--- src/rtl/alu_pkg.sv ---
// Shared opcode encoding and helpers for the alu execute stage.
package alu_pkg;

    typedef enum logic [3:0] {
        OP_ADD = 4'h0,
        OP_SUB = 4'h1,
        OP_MUL = 4'h2,
        OP_MOD = 4'h3,
        OP_DIV = 4'h4,
        OP_AND = 4'h5,
        OP_OR  = 4'h6,
        OP_XOR = 4'h7,
        OP_SHL = 4'h8,
        OP_SHR = 4'h9
    } op_e;

    localparam logic [3:0] OP_LAST_VALID = 4'h9;

    // Encodings above OP_LAST_VALID are reserved and always flagged as errors.
    function automatic logic op_is_valid(input logic [3:0] op);
        return (op <= OP_LAST_VALID);
    endfunction

endpackage

--- src/rtl/alu_datapath.sv ---
// Combinational core of the alu: computes next result, zero and error flags.
module alu_datapath
    import alu_pkg::*;
#(
    parameter int WIDTH = 8
) (
    input  logic [WIDTH-1:0]   in1,
    input  logic [WIDTH-1:0]   in2,
    input  logic [3:0]         op,
    input  logic               invalid_data,
    output logic [2*WIDTH-1:0] result_next,
    output logic               zero_next,
    output logic               error_next
);

    localparam int RW  = 2 * WIDTH;
    localparam int SHW = $clog2(RW);

    logic [RW-1:0]  a_s;
    logic [RW-1:0]  b_s;
    logic [SHW-1:0] shamt_s;
    logic [RW-1:0]  raw_s;
    logic           div_zero_s;

    assign a_s     = {{WIDTH{1'b0}}, in1};
    assign b_s     = {{WIDTH{1'b0}}, in2};
    assign shamt_s = in2[SHW-1:0];

    // Opcode decode; divide/modulo are gated on a zero divisor so no X is produced.
    always_comb begin
        raw_s      = {RW{1'b0}};
        div_zero_s = 1'b0;
        case (op_e'(op))
            OP_ADD: raw_s = a_s + b_s;
            OP_SUB: raw_s = a_s - b_s;
            OP_MUL: raw_s = a_s * b_s;
            OP_MOD: begin
                if (in2 == {WIDTH{1'b0}}) begin
                    div_zero_s = 1'b1;
                end else begin
                    raw_s = a_s % b_s;
                end
            end
            OP_DIV: begin
                if (in2 == {WIDTH{1'b0}}) begin
                    div_zero_s = 1'b1;
                end else begin
                    raw_s = a_s / b_s;
                end
            end
            OP_AND: raw_s = a_s & b_s;
            OP_OR:  raw_s = a_s | b_s;
            OP_XOR: raw_s = a_s ^ b_s;
            OP_SHL: raw_s = a_s << shamt_s;
            OP_SHR: raw_s = a_s >> shamt_s;
            default: raw_s = {RW{1'b0}};
        endcase
    end

    // Any error forces a zero result with the zero flag cleared.
    always_comb begin
        error_next = invalid_data | div_zero_s | ~op_is_valid(op);
        if (error_next) begin
            result_next = {RW{1'b0}};
            zero_next   = 1'b0;
        end else begin
            result_next = raw_s;
            zero_next   = (raw_s == {RW{1'b0}});
        end
    end

endmodule

--- src/rtl/alu.sv ---
// Single-issue execute stage: combinational datapath followed by one output register.
module alu
    import alu_pkg::*;
#(
    parameter int WIDTH = 8
) (
    input  logic               clk,
    input  logic               rst,
    input  logic [WIDTH-1:0]   in1,
    input  logic [WIDTH-1:0]   in2,
    input  logic [3:0]         op,
    input  logic               invalid_data,
    output logic [2*WIDTH-1:0] out,
    output logic               zero,
    output logic               error
);

    logic [2*WIDTH-1:0] result_next_s;
    logic               zero_next_s;
    logic               error_next_s;

    alu_datapath #(
        .WIDTH(WIDTH)
    ) u_datapath (
        .in1         (in1),
        .in2         (in2),
        .op          (op),
        .invalid_data(invalid_data),
        .result_next (result_next_s),
        .zero_next   (zero_next_s),
        .error_next  (error_next_s)
    );

    // Output register; reset discards whatever operation is presented that cycle.
    always_ff @(posedge clk) begin
        if (rst) begin
            out   <= {(2*WIDTH){1'b0}};
            zero  <= 1'b0;
            error <= 1'b0;
        end else begin
            out   <= result_next_s;
            zero  <= zero_next_s;
            error <= error_next_s;
        end
    end

endmodule

--- config.mk ---
export PLATFORM = sky130hd
export DESIGN_NAME = alu
export DESIGN_NICKNAME = d
export VERILOG_FILES = /design/src/rtl/alu_pkg.sv /design/src/rtl/alu_datapath.sv /design/src/rtl/alu.sv
export SDC_FILE = /design/constraint.sdc
export NUM_CORES = 1
export LEC_CHECK = 0
export ABC_AREA = 1
export CORE_ASPECT_RATIO = 1.75
export CORE_MARGIN = 8
export CORE_UTILIZATION = 45
export DETAILED_ROUTE_END_ITERATION = 8
export GPL_TIMING_DRIVEN = 0
export PLACE_DENSITY_LB_ADDON = 0.15
export SYNTH_ARGS = -nofsm -noshare
export SYNTH_HDL_FRONTEND = slang
export SYNTH_SLANG_ARGS = --single-unit
--- constraint.sdc ---
create_clock -name clk -period 36.8 [get_ports clk]
set_clock_uncertainty 0.15 [all_clocks]
set_input_delay 5.52 -clock clk [delete_from_list [all_inputs] [get_ports clk]]
set_output_delay 5.52 -clock clk [all_outputs]
set_load 0.01 [all_outputs]
==> out/results.ini <==
[clock_tree]
clockBufferDepth=2
clock_sinks=18
path_clk_slew_ps=50
htree_levels=1
cts_root_buf=clkbuf_16
tritoncts.num_buffers=3
ctsHoldBuffers=0
cts_tree=yes

[layout]
fin_cells=2088
fin_util_pct=50.7
multiInputGateArea_um2=9030
final_nets=2009
area_growth_pct=11.2
ff_latch_area_um2=360
final_area_um2=11700
final_layout_size_suffix_gt1_share_pct=9.76
fillerInstances=2479

[yosys]
synth_top_family_by_area=simple AND/OR/NAND/NOR gates
synth-compound-area-share_pct=16.2
synth_common_cells=433 x nand2_1, 273 x inv_1, 163 x ha_1
synth.distinct_cells=61
synth-main-ff-cell=dfxtp_1
yosysMostFrequentCell=nand2_1
synth_seq_cells=18
ys_seq_area_share_pct=3.42
synthMuxAreaShare_pct=0.0949
syn_avg_cell_area_um2=6.13
synth_warnings=0
synth_area_leaders=ha_1 19%, nand2_1 15%, inv_1 9.7%
syn_inst=1720
synth-simple-area-share_pct=35.2
synth_xor_xnor_area_share_pct=5.81
synth_edf_count=0
synthAdderAreaFrac_pct=26.7
yosysTopAreaCellShare_pct=19.3
async_reset_ff_share_pct=0
syn_area_um2=10500
yosys.area.top_type=ha_1

[timing]
setup_viol=0
max-slew-margin-rel_pct=19.3
finalHoldViolations=0
tightest_slew_ps=1180
layout_min_cycle_time_ps=34270
post-route-period-util_pct=93.1
max_freq_mhz=29.2
drv_slew=0

[drt]
drt-initial-drc-count=564
viasPerCell=5.34
route.detailed.drc=0
wl_per_cell_um=16.1
num_vias=11100
first_pass_iters=5
wirelength_um=33600
ant_nets=0

[critical_path]
crit_family=simple AND/OR/NAND/NOR gates
path_buf_inv=38
cp_slowest_stage_delay_ps=460
cp-start-kind=input port
crit_cells=211
cp_common_cell=nand2_1
endpoint_kind=register
cp_max_fo=10
crit_required_ps=36820
setup.worst_path.class=input port to register
worstSetupStartpoint=in2[6]
critPathArrivalTime_ps=34290
crit_slowest_cell=clkdlybuf4s50_1

[placed_design]
dpl_cell_area_um2=11400
dpl.cell_count=2072
port_buffers=40
dp_hpwl_um=28500
routabilityCongestion=1.00

[global_route]
grt_usage_pct=22.6
overflow=0
grt_max_degree=28
grt_pass1_vias=10400
antenna_found_initial=0
grt_pass1_wl_um=53000

[floorplanning]
die_h_um=218
start_util_pct=45.6
dieArea_um2=28800
die_w_um=132
core_area_um2=23100
rows=74
io_pins=41

[status]
status=finished, final reports clean

[hold_path]
hold_depth=2
min_from=rst
min_path_type=input port to register

[run]
max_cap_viol_count=0

## registers in the layout, indices dropped and copies added, names as in the netlist
signal  count
error       1
out        16
zero        1
## placed cells by master (no fill, tap or decap), types with 21 or more instances in the layout
cell,synthesis,layout
nand2_1,433,433
inv_1,273,269
ha_1,163,163
nor2_1,140,135
o21ai_0,91,86
a21oi_1,83,81
nand3_1,82,80
xor2_1,42,42
fa_1,39,39
clkdlybuf4s50_1,0,33
xnor2_1,28,28
inv_2,24,24
nand2_2,23,23
nand4_1,21,21
## timing repair
action	CTS	global route
buffers inserted	0	10
gates resized for setup	5	64
cloned	0	2
setup endpoints to repair	3	17
pin swaps	0	4
## kinds of logic after synthesis
| kind of cell | count (synthesis) |
|---|---|
| muxes | 1 |
| DFF | 18 |
| xor gates and xnor gates | 70 |
| AOI/OAI and AO/OA | 287 |
| other | 1 |
| and+or+nand+nor | 800 |
| adders and majority gates | 202 |
| buffers and inverters | 341 |
## area by class of cell
class | count | share of cell area (%)
Timing Repair Buffer | 51 | 4.25
Inverter | 304 | 9.91
Antenna cell | 1 | 0.0213
Clock buffer | 4 | 0.757
Timing Repair inverter | 2 | 0.0854
Sequential cell | 18 | 3.07
Multi-Input combinational cell | 1368 | 77.0
Buffer | 36 | 1.62
Tap cell | 304 | 3.24
## routing by layer
metal / vias up / wire [um] / GRT usage, % / part of all wire, %
met2: 228 / 17800 / 44.1 / 53
met1: 5167 / 13000 / 23.9 / 39
met5: - / 0 / 0 / 0
met3: 68 / 1040 / 1.56 / 3.1
met4: 0 / 1780 / 10.7 / 5.3
li1: 5677 / - / - / -
## worst paths after layout
path / to / slack [ps]
worst max-delay path: zero / 2530
worst min-delay path: error / 5750
## metrics by stage
| stage | hold slack (ps) | setup slack, ps | setup TNS (ps) |
|---|---|---|---|
| floorplan | 5440 | 5170 | 0 |
| global placement | 6010 | -656 | -2220 |
| detailed placement | 6010 | -517 | -1250 |
| CTS | 5760 | 45.7 | 0 |
| global route | 5760 | -110 | -110 |
| finish | 5750 | 2530 | 0 |
Power is not shown: default switching activity piles up to over one toggle a cycle in this logic, so the estimate is an artifact.
